File: src/rtl/sram_fifo_pkg.sv
// rtl/sram_fifo_pkg.sv - shared constants and types for the SRAM-backed FIFO controller
package sram_fifo_pkg;

  localparam int DW    = 16;
  localparam int AW    = 9;
  localparam int DEPTH = 2 ** AW;

  // Total occupancy: SRAM contents plus in-flight read plus output buffer (0..DEPTH+2)
  typedef logic [AW+1:0] occ_t;

  // SRAM word pointer, wraps naturally at DEPTH
  typedef logic [AW-1:0] ptr_t;

endpackage

File: src/rtl/sram_fifo_obuf.sv
// rtl/sram_fifo_obuf.sv - 2-entry registered output buffer that hides the SRAM read latency
module sram_fifo_obuf #(
  parameter int DW = sram_fifo_pkg::DW
) (
  input  logic          clk,
  input  logic          rst_n,
  input  logic          push,
  input  logic [DW-1:0] push_data,
  input  logic          pop,
  output logic [1:0]    occ,
  output logic          valid,
  output logic [DW-1:0] head
);

  logic [DW-1:0] ent0;
  logic [DW-1:0] ent1;
  logic          do_pop;

  assign do_pop = pop && (occ != 2'd0);

  // ent0 is always the head; a simultaneous pop and push keeps arrival order
  always_ff @(posedge clk or negedge rst_n) begin
    if (!rst_n) begin
      occ  <= 2'd0;
      ent0 <= '0;
      ent1 <= '0;
    end else begin
      case ({push, do_pop})
        2'b10: begin
          if (occ == 2'd0) ent0 <= push_data;
          else             ent1 <= push_data;
          occ <= occ + 2'd1;
        end
        2'b01: begin
          ent0 <= ent1;
          occ  <= occ - 2'd1;
        end
        2'b11: begin
          if (occ == 2'd1) begin
            ent0 <= push_data;
          end else begin
            ent0 <= ent1;
            ent1 <= push_data;
          end
        end
        default: ;
      endcase
    end
  end

  assign head  = ent0;
  assign valid = (occ != 2'd0);

endmodule

File: src/rtl/sram_fifo_ctrl.sv
// rtl/sram_fifo_ctrl.sv - FIFO controller over a 512x16 single-port SRAM; optional SRAM_FIFO_BYPASS_EN
module sram_fifo_ctrl #(
  parameter int DW = sram_fifo_pkg::DW,
  parameter int AW = sram_fifo_pkg::AW
) (
  input  logic          clk,
  input  logic          rst_n,
  input  logic          in_valid,
  output logic          in_ready,
  input  logic [DW-1:0] in_data,
  output logic          out_valid,
  input  logic          out_ready,
  output logic [DW-1:0] out_data,
  output logic          sram_me,
  output logic          sram_we,
  output logic [AW-1:0] sram_adr,
  output logic [DW-1:0] sram_d,
  input  logic [DW-1:0] sram_q,
  output logic [AW+1:0] count,
  output logic          full,
  output logic          empty
);

  import sram_fifo_pkg::*;

  ptr_t          wr_ptr;
  ptr_t          rd_ptr;
  logic [AW:0]   sram_cnt;
  logic          rd_pend;
  logic [1:0]    buf_occ;

  logic          rd_issue;
  logic          wr_fire;
  logic          wr_to_sram;
  logic          bypass_fire;
  logic          buf_push;
  logic [DW-1:0] buf_push_data;
  logic          buf_pop;

  assign full = (sram_cnt == (AW+1)'(DEPTH));

  // Prefetch decision uses registered state only, so out_ready never reaches the SRAM port
  assign rd_issue = (sram_cnt != '0) &&
                    (({1'b0, buf_occ} + {2'b00, rd_pend}) < 3'd2);

  assign in_ready = rst_n && !full && !rd_issue;
  assign wr_fire  = in_valid && in_ready;

`ifdef SRAM_FIFO_BYPASS_EN
  // Nothing older is stored or in flight, so the word may go straight to the buffer
  assign bypass_fire = wr_fire && (sram_cnt == '0) && !rd_pend && (buf_occ != 2'd2);
`else
  assign bypass_fire = 1'b0;
`endif

  assign wr_to_sram = wr_fire && !bypass_fire;

  // Read wins the single port; idle cycles leave the address parked on wr_ptr
  assign sram_me  = rd_issue || wr_to_sram;
  assign sram_we  = wr_to_sram;
  assign sram_adr = rd_issue ? rd_ptr : wr_ptr;
  assign sram_d   = in_data;

  // A pending read and a bypass write are mutually exclusive, so one push source per cycle
  assign buf_push      = rd_pend || bypass_fire;
  assign buf_push_data = rd_pend ? sram_q : in_data;
  assign buf_pop       = out_valid && out_ready;

  // Pointers, SRAM occupancy and the one-deep read-in-flight flag
  always_ff @(posedge clk or negedge rst_n) begin
    if (!rst_n) begin
      wr_ptr   <= '0;
      rd_ptr   <= '0;
      sram_cnt <= '0;
      rd_pend  <= 1'b0;
    end else begin
      if (rd_issue)   rd_ptr <= rd_ptr + ptr_t'(1);
      if (wr_to_sram) wr_ptr <= wr_ptr + ptr_t'(1);
      case ({wr_to_sram, rd_issue})
        2'b10:   sram_cnt <= sram_cnt + (AW+1)'(1);
        2'b01:   sram_cnt <= sram_cnt - (AW+1)'(1);
        default: ;
      endcase
      rd_pend <= rd_issue;
    end
  end

  sram_fifo_obuf #(.DW(DW)) u_obuf (
    .clk       (clk),
    .rst_n     (rst_n),
    .push      (buf_push),
    .push_data (buf_push_data),
    .pop       (buf_pop),
    .occ       (buf_occ),
    .valid     (out_valid),
    .head      (out_data)
  );

  assign count = occ_t'(sram_cnt) + occ_t'(rd_pend) + occ_t'(buf_occ);
  assign empty = (count == '0);

endmodule

File: config.mk
export PLATFORM = sky130hd
export DESIGN_NAME = sram_fifo_ctrl
export DESIGN_NICKNAME = d
export VERILOG_FILES = /design/src/rtl/sram_fifo_pkg.sv /design/src/rtl/sram_fifo_obuf.sv /design/src/rtl/sram_fifo_ctrl.sv
export SDC_FILE = /design/constraint.sdc
export NUM_CORES = 1
export LEC_CHECK = 0
export ABC_AREA = 1
export CAP_MARGIN = 20
export CORE_MARGIN = 2
export CORE_UTILIZATION = 50
export CTS_CLUSTER_SIZE = 30
export DETAILED_ROUTE_END_ITERATION = 8
export GPL_ROUTABILITY_DRIVEN = 0
export PLACE_DENSITY = 0.84
export RECOVER_POWER = 25
export SYNTH_ARGS = -nofsm -noshare
export SYNTH_HDL_FRONTEND = slang
export SYNTH_SLANG_ARGS = --single-unit
File: constraint.sdc
create_clock -name clk -period 3.3 [get_ports clk]
set_clock_uncertainty 0.15 [all_clocks]
set_input_delay 0.33 -clock clk [delete_from_list [all_inputs] [get_ports clk]]
set_output_delay 0.33 -clock clk [all_outputs]
set_load 0.01 [all_outputs]
==> flow_metrics.tcl <==
set metrics [dict create \
    wl_per_cell_um 13.19 \
    drv_slew 64 \
    cp-start-kind "flip-flop" \
    dp.cells 778 \
    hp-class "reg -> reg" \
    ant_nets 0 \
    synthTopCellsByArea "dfrtp_1 (37%), nand2_1 (19%), inv_1 (6.4%)" \
    fmax_ghz 0.3227 \
    drt-pass1-iter-count 5 \
    fp-row-count 33 \
    portBuffers 93 \
    yosysUniqueCellTypes 30 \
    maxCapViolations 1 \
    place_hpwl_mm 7.575 \
    finalPower_mw 5.763 \
    antenna_found_initial 0 \
    nNetsFinal 741 \
    yosys-mux-area-fraction_pct 0 \
    synthTopCellsByCount "nand2_1 (214), inv_1 (73), dfrtp_1 (63)" \
    core-area_mm2 0.008217 \
    drtIter0Drc 147 \
    post-place-ws_ns 0.2239 \
    power_frac_comb_pct 63.2 \
    finalSetupTns_ns 0 \
    die-width_um 96.27 \
    syn-instance-count 607 \
    cp_max_fo 6 \
    drc_errors 0 \
    worst_slew_pin_slew_ns 1.570 \
    crit_arrival_ns 2.62 \
    power.leakage_nw 2.668 \
    post-route-util_pct 65.16 \
    yosys.area.top_type_share_pct 37.04 \
    ys.flop_type "dfrtp_1" \
    synth_top_family_by_area "simple AND/OR/NAND/NOR gates" \
    synthArstFlopShare_pct 100.0 \
    report.final.hold_viol_count 0 \
    grt_max_degree 64 \
    cts.sinks 63 \
    period_share_pct 93.91 \
    cts-hold-fix-buffers 0 \
    clock_power_share_pct 12.1 \
    power.density_mw_per_mm2 1076 \
    clock-root-buffer "clkbuf_8" \
    cts_tree "yes" \
    grt_pass1_vias 4017 \
    cp.required_ns 2.82 \
    holdWs_ns 0.3535 \
    stdcell_area_mm2 0.005354 \
    grt_pass1_wl_mm 17.39 \
    rsz0062_at_grt "false" \
    syn_area_mm2 0.004257 \
    clk_latency_ns 0.34 \
    synth_compound_area_share_pct 8.701 \
    worst_setup_path_end_kind "output port" \
    synth_edf_count 0 \
    p_seq_share_pct 24.7 \
    start_util_pct 51.80 \
    setup_violations 0 \
    peakVddDrop_uv 850.1 \
    path_class "reg -> out" \
    p_int_mw 3.039 \
    postSynthAreaPerCell_um2 7.012 \
    finalNonFillerCells 794 \
    synth_area_leader_cell "dfrtp_1" \
    violations "max-capacitance violations, max-slew violations" \
    layout_min_cycle_time_ns 3.099 \
    syn-num-nets 664 \
    cts_buffers 9 \
    yosysSeqAreaShare_pct 37.04 \
    overflow 0 \
    synth-adder-area-share_pct 6.702 \
    routed-via-count 4120 \
    cts_setup_buffers 0 \
    power_switching_mw 2.723 \
    wirelength_mm 10.47 \
    clk_path_buf_depth 2 \
    diodes 0 \
    clkSlewWorstSetupHoldPaths_ns 0.07 \
    status "finished with violations" \
    synth-simple-area-share_pct 32.51 \
    htreeDepth 3 \
    syn2layout_area_growth_pct 25.78 \
    synthMostInstantiatedCell "nand2_1" \
    ys_seq_elements 63 \
    drive_gt1_share_pct 7.837 \
    slew_headroom_pct -4.698 \
    vias_per_cell 5.189 \
    setup_ws_ns 0.2011 \
    grt_usage_pct 23.62 \
    p_sw_share_pct 47.26 \
    dieArea_mm2 0.009267 \
    postPlaceCellArea_mm2 0.005147 \
    fp.dieH_um 96.27 \
    io_pins 94 \
    yosys_warnings 0 \
    synth_xor_area_share_pct 2.675 \
]
## critical path, stage by stage, from the launching register on
cell and delay [ns]:
dfrtp_2 0.47, fa_1 0.48, inv_1 0.09, fa_2 0.23
inv_1 0.08, nand2_1 0.07, nand2_1 0.06, nor2_1 0.09
nand2_1 0.06, nor2_1 0.10, nand3_1 0.11, nor3_1 0.15
dlygate4sd2_1 0.29
## cells in the final DEF (no fill, tap or decap), drive strengths merged
cell	count
bufinv	1
clkinv	3
a31oi	16
a21oi	10
nor3	5
dfrtp	63
o21a	1
clkinvlp	1
xnor2	4
nor4	1
buf	9
nand3	27
dlygate4sd2	1
ha	18
a21boi	1
nand4	15
nor2	47
o21ai	39
fa	3
o22ai	1
clkbuf	13
xor2	9
nand3b	2
or2	18
clkdlybuf4s50	91
inv	75
nand2	215
## area by class of cell
cell class                 count  area [µm²]
inverter                      75       281.5
multi-input combinational    432        2160
timing repair buffer         103       996.0
sequential                    63        1578
clock buffer                  11       151.4
tap                          105       131.4
clock inverter                 5       56.30
fill                         708        2863
## metal layers
layer	track usage [%]	vias up	routed length, µm
li1	-	2045	-
met4	10.71	0	182
met5	0	-	0
met2	39.87	177	5006
met3	4.620	21	897
met1	29.11	1877	4383
## power groups by stage
stage | clock (mW) | sequential [mW] | combinational, mW
after floorplan | 0 | 1.40 | 2.42
after global placement | 0 | 1.41 | 3.44
after global routing | 0.749 | 1.47 | 4.09
after detailed placement | 0 | 1.43 | 3.60
final | 0.697 | 1.42 | 3.64
after CTS | 0.708 | 1.42 | 3.63
## worst paths after layout
check,from,end,slack [ns],depth (start not counted)
setup / recovery,sram_cnt[0]$_DFFE_PN0P_,empty,0.20,12
hold / removal,rd_ptr[5]$_DFFE_PN0N_,rd_ptr[5]$_DFFE_PN0N_,0.35,2
setup reg to reg,sram_cnt[5]$_DFFE_PN0P_,sram_cnt[7]$_DFFE_PN0P_,0.25,14
hold reg to reg,rd_ptr[5]$_DFFE_PN0N_,rd_ptr[5]$_DFFE_PN0N_,0.35,2
max in group asynchronous,rst_n,sram_cnt[0]$_DFFE_PN0P_,1.51,2
min in group asynchronous,rst_n,u_obuf.occ[0]$_DFFE_PN0P_,0.48,2
## flip-flops by register name, indices dropped and copies added, names as in the netlist
name         count
buf_push         1
sram_cnt        10
u_obuf.occ       2
u_obuf.ent1     16
rd_ptr           9
wr_ptr           9
u_obuf.head     16
## cells by family after synthesis
| kind of cell | count (synthesis) |
|---|---|
| xor+xnor | 13 |
| fa+ha+maj | 21 |
| flops | 63 |
| simple gates | 330 |
| compound gates | 68 |
| buf+inv | 112 |
## timing repair
| action | CTS | global route |
|---|---|---|
| endpoints found under the setup margin | 1 | 2 |
| resized for setup | 2 | 2 |
| gates cloned | 0 | 0 |
(Power assumes the default switching activity.)
